[config.mk]
export PLATFORM = sky130hd
export DESIGN_NAME = uart_rx_control_flat
export DESIGN_NICKNAME = d
export VERILOG_FILES = /design/src/rtl/uart_pkg.sv /design/src/rtl/uart_rx_control_if.sv /design/src/rtl/uart_baud_counter.sv /design/src/rtl/uart_rx_control.sv /design/src/flat_wrapper.sv
export SDC_FILE = /design/constraint.sdc
export NUM_CORES = 1
export LEC_CHECK = 0
export BUFFER_PORTS_ARGS = -buffer_cell sky130_fd_sc_hd__buf_2
export CORE_MARGIN = 4
export CORE_UTILIZATION = 35
export CTS_CLUSTER_DIAMETER = 100
export DETAILED_ROUTE_END_ITERATION = 10
export PLACE_DENSITY = 0.49
export SYNTH_ARGS = -nofsm -noshare
export SYNTH_HDL_FRONTEND = slang
export SYNTH_HIERARCHICAL = 1
export SYNTH_SLANG_ARGS = --single-unit
[constraint.sdc]
create_clock -name CLK -period 4.6 [get_ports CLK]
set_clock_uncertainty 0.2 [all_clocks]
set_input_delay 0.23 -clock CLK [delete_from_list [all_inputs] [get_ports CLK]]
set_output_delay 0.23 -clock CLK [all_outputs]
set_load 0.02 [all_outputs]
[src/rtl/uart_pkg.sv]
// Shared UART definitions: default line settings, frame geometry and the RX state encoding.
package uart_pkg;

  localparam int CLK_FREQ_DEF = 50_000_000;
  localparam int BAUD_DEF     = 9600;
  localparam int DATA_BITS    = 8;

  typedef enum logic [1:0] {
    IDLE  = 2'd0,
    START = 2'd1,
    DATA  = 2'd2,
    STOP  = 2'd3
  } rx_state_t;

  // Clocks per bit for a given system clock and line rate.
  function automatic int bps_cnt(input int clk_freq, input int baud);
    return clk_freq / baud;
  endfunction

endpackage

[src/rtl/uart_rx_control_if.sv]
// RX controller signal bundle: detector/line/enable in, byte and strobes out.
interface uart_rx_control_if;
  import uart_pkg::*;

  logic                 H2L_Sig;
  logic                 RX_Pin_In;
  logic                 RX_En_Sig;
  logic [DATA_BITS-1:0] RX_Data;
  logic                 RX_Done_Sig;
  logic                 Frame_Err_Sig;

  modport master (
    output H2L_Sig, RX_Pin_In, RX_En_Sig,
    input  RX_Data, RX_Done_Sig, Frame_Err_Sig
  );

  modport slave (
    input  H2L_Sig, RX_Pin_In, RX_En_Sig,
    output RX_Data, RX_Done_Sig, Frame_Err_Sig
  );

endinterface

[src/rtl/uart_baud_counter.sv]
// Bit-period counter shared by the UART RX and TX paths. Counts 0..BPS_CNT-1
// and flags the bit centre (mid) and the bit end (end).
module uart_baud_counter #(
  parameter int BPS_CNT = 16,
  parameter int CW      = $clog2(BPS_CNT)
) (
  input  logic CLK,
  input  logic RSTn,
  input  logic clr,
  output logic mid_pls,
  output logic end_pls
);

  localparam logic [CW-1:0] MID_V = CW'(BPS_CNT / 2 - 1);
  localparam logic [CW-1:0] END_V = CW'(BPS_CNT - 1);

  logic [CW-1:0] cnt;

  assign mid_pls = (cnt == MID_V);
  assign end_pls = (cnt == END_V);

  // Free-running bit counter; clear forces it back to 0, end of bit wraps it.
  always_ff @(posedge CLK or negedge RSTn) begin
    if (!RSTn)                cnt <= '0;
    else if (clr || end_pls)  cnt <= '0;
    else                      cnt <= cnt + CW'(1);
  end

endmodule

[src/rtl/uart_rx_control.sv]
// UART 8N1 receive controller. Takes the start-edge pulse from the detector,
// confirms the start bit at its centre, samples 8 data bits LSB first and the
// stop bit at bit centres, then strobes done (good byte) or framing error.
// BPS_CNT = CLK_FREQ/BAUD must be at least 4.
module uart_rx_control
  import uart_pkg::*;
#(
  parameter int CLK_FREQ = CLK_FREQ_DEF,
  parameter int BAUD     = BAUD_DEF
) (
  input  logic               CLK,
  input  logic               RSTn,
  uart_rx_control_if.slave   rx_if
);

  localparam int BPS_CNT = bps_cnt(CLK_FREQ, BAUD);
  localparam int BW      = $clog2(DATA_BITS);
  localparam logic [BW-1:0] LAST_BIT = BW'(DATA_BITS - 1);

  rx_state_t            state;
  logic [1:0]           rx_sync;
  logic                 line;
  logic [BW-1:0]        bit_idx;
  logic [DATA_BITS-1:0] shreg;
  logic [DATA_BITS-1:0] rx_data_q;
  logic                 done_q;
  logic                 err_q;
  logic                 mid_pls;
  logic                 end_pls;
  logic                 cnt_clr;

  assign line                = rx_sync[1];
  assign rx_if.RX_Data       = rx_data_q;
  assign rx_if.RX_Done_Sig   = done_q;
  assign rx_if.Frame_Err_Sig = err_q;

  // Counter restarts on every state change and is held at 0 while idle, so each
  // state sees cnt==0 on its first cycle. Mirrors the transitions in the FSM.
  always_comb begin
    cnt_clr = 1'b0;
    unique case (state)
      IDLE:  cnt_clr = 1'b1;
      START: cnt_clr = mid_pls;
      DATA:  cnt_clr = end_pls && (bit_idx == LAST_BIT);
      STOP:  cnt_clr = end_pls;
      default: cnt_clr = 1'b1;
    endcase
    if (!rx_if.RX_En_Sig) cnt_clr = 1'b1;
  end

  uart_baud_counter #(.BPS_CNT(BPS_CNT)) u_baud (
    .CLK     (CLK),
    .RSTn    (RSTn),
    .clr     (cnt_clr),
    .mid_pls (mid_pls),
    .end_pls (end_pls)
  );

  // Two-flop synchroniser on the raw line; resets to the idle (mark) level.
  always_ff @(posedge CLK or negedge RSTn) begin
    if (!RSTn) rx_sync <= 2'b11;
    else       rx_sync <= {rx_sync[0], rx_if.RX_Pin_In};
  end

  // Frame FSM with registered byte and strobes. Disable aborts any frame.
  always_ff @(posedge CLK or negedge RSTn) begin
    if (!RSTn) begin
      state     <= IDLE;
      bit_idx   <= '0;
      shreg     <= '0;
      rx_data_q <= '0;
      done_q    <= 1'b0;
      err_q     <= 1'b0;
    end else begin
      done_q <= 1'b0;
      err_q  <= 1'b0;
      if (state != IDLE && !rx_if.RX_En_Sig) begin
        state <= IDLE;
      end else begin
        unique case (state)
          IDLE: begin
            if (rx_if.H2L_Sig && rx_if.RX_En_Sig) begin
              state   <= START;
              bit_idx <= '0;
            end
          end
          START: begin
            // A high line at the start-bit centre is a glitch, not a frame.
            if (mid_pls) state <= line ? IDLE : DATA;
          end
          DATA: begin
            if (end_pls) begin
              shreg[bit_idx] <= line;
              bit_idx        <= bit_idx + BW'(1);
              if (bit_idx == LAST_BIT) state <= STOP;
            end
          end
          STOP: begin
            // Leave at the stop-bit centre so a back-to-back start is caught.
            if (end_pls) begin
              if (line) begin
                rx_data_q <= shreg;
                done_q    <= 1'b1;
              end else begin
                err_q     <= 1'b1;
              end
              state <= IDLE;
            end
          end
          default: state <= IDLE;
        endcase
      end
    end
  end

endmodule

[src/flat_wrapper.sv]
// flat-port wrapper written by rule: the top's interface ports become plain ports
module uart_rx_control_flat import uart_pkg::*;
#(
  parameter int CLK_FREQ = CLK_FREQ_DEF,
  parameter int BAUD     = BAUD_DEF
)
  (CLK, RSTn, rx_if_H2L_Sig, rx_if_RX_Pin_In, rx_if_RX_En_Sig, rx_if_RX_Data, rx_if_RX_Done_Sig, rx_if_Frame_Err_Sig);
  uart_rx_control_if rx_if_i ();
  input  logic CLK;
  input  logic RSTn;
  input wire logic [$bits(rx_if_i.H2L_Sig)-1:0] rx_if_H2L_Sig;
  input wire logic [$bits(rx_if_i.RX_Pin_In)-1:0] rx_if_RX_Pin_In;
  input wire logic [$bits(rx_if_i.RX_En_Sig)-1:0] rx_if_RX_En_Sig;
  output wire logic [$bits(rx_if_i.RX_Data)-1:0] rx_if_RX_Data;
  output wire logic [$bits(rx_if_i.RX_Done_Sig)-1:0] rx_if_RX_Done_Sig;
  output wire logic [$bits(rx_if_i.Frame_Err_Sig)-1:0] rx_if_Frame_Err_Sig;
  assign rx_if_i.H2L_Sig = rx_if_H2L_Sig;
  assign rx_if_i.RX_Pin_In = rx_if_RX_Pin_In;
  assign rx_if_i.RX_En_Sig = rx_if_RX_En_Sig;
  assign rx_if_RX_Data = rx_if_i.RX_Data;
  assign rx_if_RX_Done_Sig = rx_if_i.RX_Done_Sig;
  assign rx_if_Frame_Err_Sig = rx_if_i.Frame_Err_Sig;
  uart_rx_control #(.CLK_FREQ(CLK_FREQ), .BAUD(BAUD)) u_core (.CLK(CLK), .RSTn(RSTn), .rx_if(rx_if_i));
endmodule
# Word-level counts from Yosys, hierarchy flattened
# Cells that the tools add are included.
[totals]
mem_bits_rw = 0
mem_bits_ro = 0
ff_bits = 38
memories = 0
in_bits = 5
wordCells = 64
latch_bits = 0
[op_classes]
n_bitwise = 1
eq_ne = 13
magnitude_cmp = 2
n_reduce_logical = 13
n_shift = 0
mul = 0
mux = 25
div = 0
addsub = 2
[op_table]
columns = ["op", "count"]
rows = [
  ["!= test 3 x 1 -> 1 bit (second input constant)", 5],
  ["two-way mux 2 bit", 7],
  ["adder 13 x 1 -> 13 bit (second input constant)", 1],
  ["== test 13 x 12 -> 1 bit (second input constant)", 1],
  ["== test 13 bit (second input constant)", 1],
  ["two-way mux 13 bit", 1],
  ["two-way mux 1 bit", 10],
  ["bitwise mux 8 bit", 1],
  ["one-hot mux 2 bit (4 select lines)", 1],
  ["AND reduction 4 bit", 2],
  ["two-way mux 3 bit", 2],
  ["one-hot mux 3 bit (2 select lines)", 1],
  ["AND reduction 5 bit", 1],
  ["== test 2 bit (second input constant)", 2],
  ["logical AND 1 bit", 4],
  ["less-than comparator 3 x 4 -> 1 bit (second input constant)", 1],
  ["!= test 2 x 1 -> 1 bit (second input constant)", 2],
  ["one-hot mux 1 bit (4 select lines)", 1],
  ["nonzero test 2 bit", 2],
  ["adder 3 x 1 -> 3 bit (second input constant)", 1],
  ["demux 1 bit (select 3 bit)", 1],
  ["== test 3 bit (second input constant)", 1],
  ["greater-or-equal comparator 3 x 1 -> 1 bit (second input constant)", 1],
  ["AND reduction 3 bit", 1],
  ["other kinds (5)", 5],
]

# Logic depth before layout (Yosys ltp)
[depth]
word_depth = 6
depth_mapped = 10

# Cells and area by module
# The synthesis kept the hierarchy.
[by_module_without_submodules]
columns = ["mod", "seq_area_each_um2", "cells_each", "area_each_um2", "instances"]
rows = [
  ["uart_rx_control", 628.1, 88, 1157.4, 1],
  ["uart_baud_counter", 325.3, 70, 699.4, 1],
]

# Least setup slack after synthesis
# Ideal clock, no wire load.
[synth_path]
path_kind = "reg2reg"
from = "reg u_core.u_baud.cnt[0]"
to = "reg u_core.shreg[4]"
t_arrival_ps = 2638
path_stages_with_launch = 7
path_slack_ps = 1634
setup_time_ps = 128
required_ps = 4272
synth_period_minus_slack_ps = 2966
cell_sequence = "dfrtp_1 -> ha_1 -> or3b_2 -> nor4_1 -> nand4b_2 -> nor4b_2 -> mux2_1"
[synth_via]
elab_chain_len = 2
[synth_lines]
columns = ["item", "line_no", "rtl"]
rows = [
  ["start: declaration", "uart_baud_counter.sv:17", "logic [CW-1:0] cnt;"],
  ["start signal: assignment", "uart_baud_counter.sv:26", "else cnt <= cnt + CW'(1);"],
  ["== test 13 bit", "uart_baud_counter.sv:20", "assign end_pls = (cnt == END_V);"],
  ["named net u_core.end_pls", "uart_rx_control.sv:29", "logic end_pls;"],
  ["AND reduction 3 bit (no line)", "n/a", ""],
  ["end signal: indexed assignment", "uart_rx_control.sv:93", "shreg[bit_idx] <= line;"],
  ["end: declaration", "uart_rx_control.sv:24", "logic [DATA_BITS-1:0] shreg;"],
]
# The timed path passes the listed nets, and every way through them passes these cells.
# A chain may end at the register's enable or synchronous reset.

# Final worst setup path
[layout_path]
from = "reg u_core.u_baud.cnt[0]"
to = "reg u_core.shreg[2]"
# Same word-level chain as after synthesis.

==> metrics.md <==
| Metric | Value |
|---|---|
| Dpl hpwl | `2470 um` |
| Drt pass-1 iters | `4` |
| Final cycle utilization of the critical path | `75.5%` |
| Pwr/cell area | `329 nW/um^2` |
| Mapped Area | `1860 sq um` |
| Core box area | `5140 sq um` |
| First-pass GRT wire length | `6000 um` |
| Post CTS Setup Buffer Count | `0` |
| Slew at the pin closest to its max-slew limit | `1.11 ns` |
| I/O pin total | `15` |
| Hold worst-path end | `u_core/state[0]` |
| Slew Limit Fails | `0` |
| Status | `completed` |
| Via Count | `1261` |
| Avg WL per Cell | `14.5 um` |
| WHS Path Cells | `2` |
| CTS max path bufs | `2` |
| DIE AREA | `6530 sq um` |
| Starting DRT DRC Count | `57` |
| RSZ-0062 raised after global routing | `no` |
| Multiplexer area fraction after synthesis | `12.5%` |
| Max VDD drop | `0.000128 V` |
| Final hold slack | `0.0376 ns` |
| IO Port Bufs | `14` |
| Post-synth net total | `166` |
| Synth Register Bits | `38` |
| Pin count of the biggest net entering global routing | `39` |
| Met2 WL | `1810 um` |
| CTS Buf Count | `5` |
| F_max | `288 MHz` |
| Crit start category | `register` |
| Simple-gate share of the synthesized area | `19.1%` |
| Antenna diodes | `0` |
| Syn Area/Cell | `11.8 sq um` |
| Sequential area share after synthesis | `51.3%` |
| Asr flop ratio synth | `100%` |
| GRT Total Usage | `12.0%` |
| Reg clk slew, reported paths | `0.08 ns` |
| Routed wl met3 | `127 um` |
| Layout Nets | `182` |
| Total power | `698 uW` |
| Die H | `80.8 um` |
| Cells after Synth | `158` |
| Starting density of the core | `36.1%` |
| Initial antenna violation count | `0` |
| Type of the worst min-delay path | `input port to register` |
| Clk root buf | `clkbuf_8` |
| Static leakage | `0.000982 uW` |
| CP Capture Type | `register` |
| Post-Synth Adder-Cell Area | `2.02%` |
| FF-to-FF End | `u_core/shreg[2]` |
| Post-synth cell types | `45` |
| DR vias/cell | `5.15` |
| Share of post-route cells with drive strength above 1 | `25.1%` |
| CTS tree | `built` |
| Hold path startpoint | `rx_if_RX_En_Sig` |
| Synth Warn # | `6` |
| WP data required | `4.58 ns` |
| H-tree depth | `2` |
| # hold bufs at CTS | `2` |
| Vias in the first global route | `1260` |
| Post-synth EDFFs | `0` |
| Worst Reg-to-Reg Cells | `6` |
| Combinational family with the most area after synthesis | `simple AND/OR/NAND/NOR gates` |
| WP data arrival | `3.45 ns` |
| Dominant synthesized flop cell | `dfrtp_1` |
| Worst-path maximum fanout | `8` |
| Reg2reg start | `u_core/u_baud/cnt[0]` |
| Global placer's final weighted congestion | `0.714` |
| Compound-Gate Fraction of Synth Area | `9.64%` |
| Standard-cell rows | `26` |
| DRT met1 WL | `1560 um` |
| Die W | `80.8 um` |
| Fin. Hold Viols | `0` |
| Post-CTS sizing | `0` |
| Clock sinks | `38` |
| DRT Wirelength | `3550 um` |
| Critical setup path kind | `register to register` |
| Max cap viols | `0` |
| Gr ovfl total | `0` |
| Setup TNS | `0 ns` |
| Clock latency on the worst-skew pair | `0.29 ns` |
| Xor/xnor cell area share of the yosys netlist | `1.42%` |
| Setup-failing EPs final | `0` |
| Detailed-route DRC error count | `0` |
| R2R Setup Slk | `1.13 ns` |
| Post-route ant nets | `0` |
| Top routing layer in use | `met4` |
| Slew HR | `25.5%` |
| Area growth from synthesis to layout | `14.4%` |
| Min Tclk post-route | `3.47 ns` |
cell families after synthesis:
group,count (synthesis)
simple gates,56
mux,18
fa+ha+maj,3
compound gates,26
flops,38
xor+xnor,3
buf+inv,14
stage by stage:
stage	area [sq um]	utilization (%)	setup slack (ns)	cells
floorplan	1860	-	1.63	158
global placement	1970	38.2	1.35	235
detailed placement	1970	38.2	1.14	235
CTS	2120	41.3	1.13	245
global route	2120	41.3	0.877	245
finish	2120	41.3	1.13	245
power breakdown:
group | total [uW] | switching [uW] | leakage (uW) | internal, uW
combinational | 19.1 | 12.2 | 0.000392 | 6.90
clock | 339 | 122 | 0.0000683 | 217
sequential | 340 | 3.49 | 0.000522 | 337
total | 698 | 137 | 0.000982 | 561
flip-flops by register name (all words and copies together) (netlist names):
| name | count |
|---|---|
| u_core/bit_idx | 3 |
| u_core/rx_if.Frame_Err_Sig | 1 |
| u_core/rx_if.RX_Data | 8 |
| u_core/rx_if.RX_Done_Sig | 1 |
| u_core/rx_sync | 2 |
| u_core/shreg | 8 |
| u_core/state | 2 |
| u_core/u_baud/cnt | 13 |
synth_stat cells (all sizes together), types with 2 or more instances:
cell type,n,area share [%]
ha,3,2.0
nand2,9,1.8
nor4b,2,1.3
nand4,5,1.7
dfstp,2,2.8
nor2,8,1.6
xnor2,2,0.94
inv,7,1.4
o21ai,6,1.6
nand3,6,1.6
mux2,17,12
buf,6,2.4
a21oi,10,2.7
nand3b,3,1.2
or4,4,1.8
or3,4,1.5
o31ai,5,2.0
nor4,4,1.3
nand4b,2,1.3
dfrtp,36,49
per-layer routing:
metal,vias to the layer above,global-route usage (%)
met2,20,20.0
li1,610,-
met1,626,14.4
met5,-,0
met4,0,4.90
met3,5,3.77
worst max path at each step:
stage	from	end	slack, ns	depth (start not counted)
6_report	u_core/u_baud/cnt[0]	u_core/shreg[2]	1.13	6
4_1_cts	u_core/u_baud/cnt[0]	u_core/shreg[2]	1.13	6
3_5_place_dp	u_core/u_baud/cnt[0]	u_core/shreg[2]	1.14	6
5_1_grt	u_core/u_baud/cnt[0]	u_core/shreg[2]	0.88	6
2_1_floorplan	u_core/u_baud/cnt[0]	u_core/shreg[4]	1.63	6
3_3_place_gp	u_core/u_baud/cnt[0]	u_core/shreg[4]	1.35	6
worst max-delay path, stage by stage (launching register included):
cell and delay [ns]:
dfrtp_1 0.39, ha_1 0.21, or3b_2 0.52, nor4_1 0.92, nand4b_2 0.40, nor4_1 0.36, mux2_1 0.37
area by class of cell:
| type | count | area (sq um) |
|---|---|---|
| fillers | 504 | 3020 |
| flip-flops and latches | 38 | 953 |
| multi-input cells | 106 | 828 |
| repair buffers | 16 | 90.1 |
| well taps | 70 | 87.6 |
| clock buffers | 5 | 68.8 |
| clock inverters | 3 | 68.8 |
| inverters | 7 | 26.3 |
cells in the final DEF, fill, tap and decap left out, drive strengths merged, types with 2 or more instances in the layout:
cell	count
ha	3
mux2	17
o21ai	6
dfstp	2
or4	4
nand4b	2
inv	7
dfrtp	36
clkbuf	5
nand3b	3
nand4	5
o31ai	5
buf	14
nand3	6
nor4b	2
bufinv	2
a21oi	10
nor4	4
dlygate4sd3	2
xnor2	2
or3	4
nor2	8
nand2	9
Note: power is estimated with default switching activity, not from simulation.
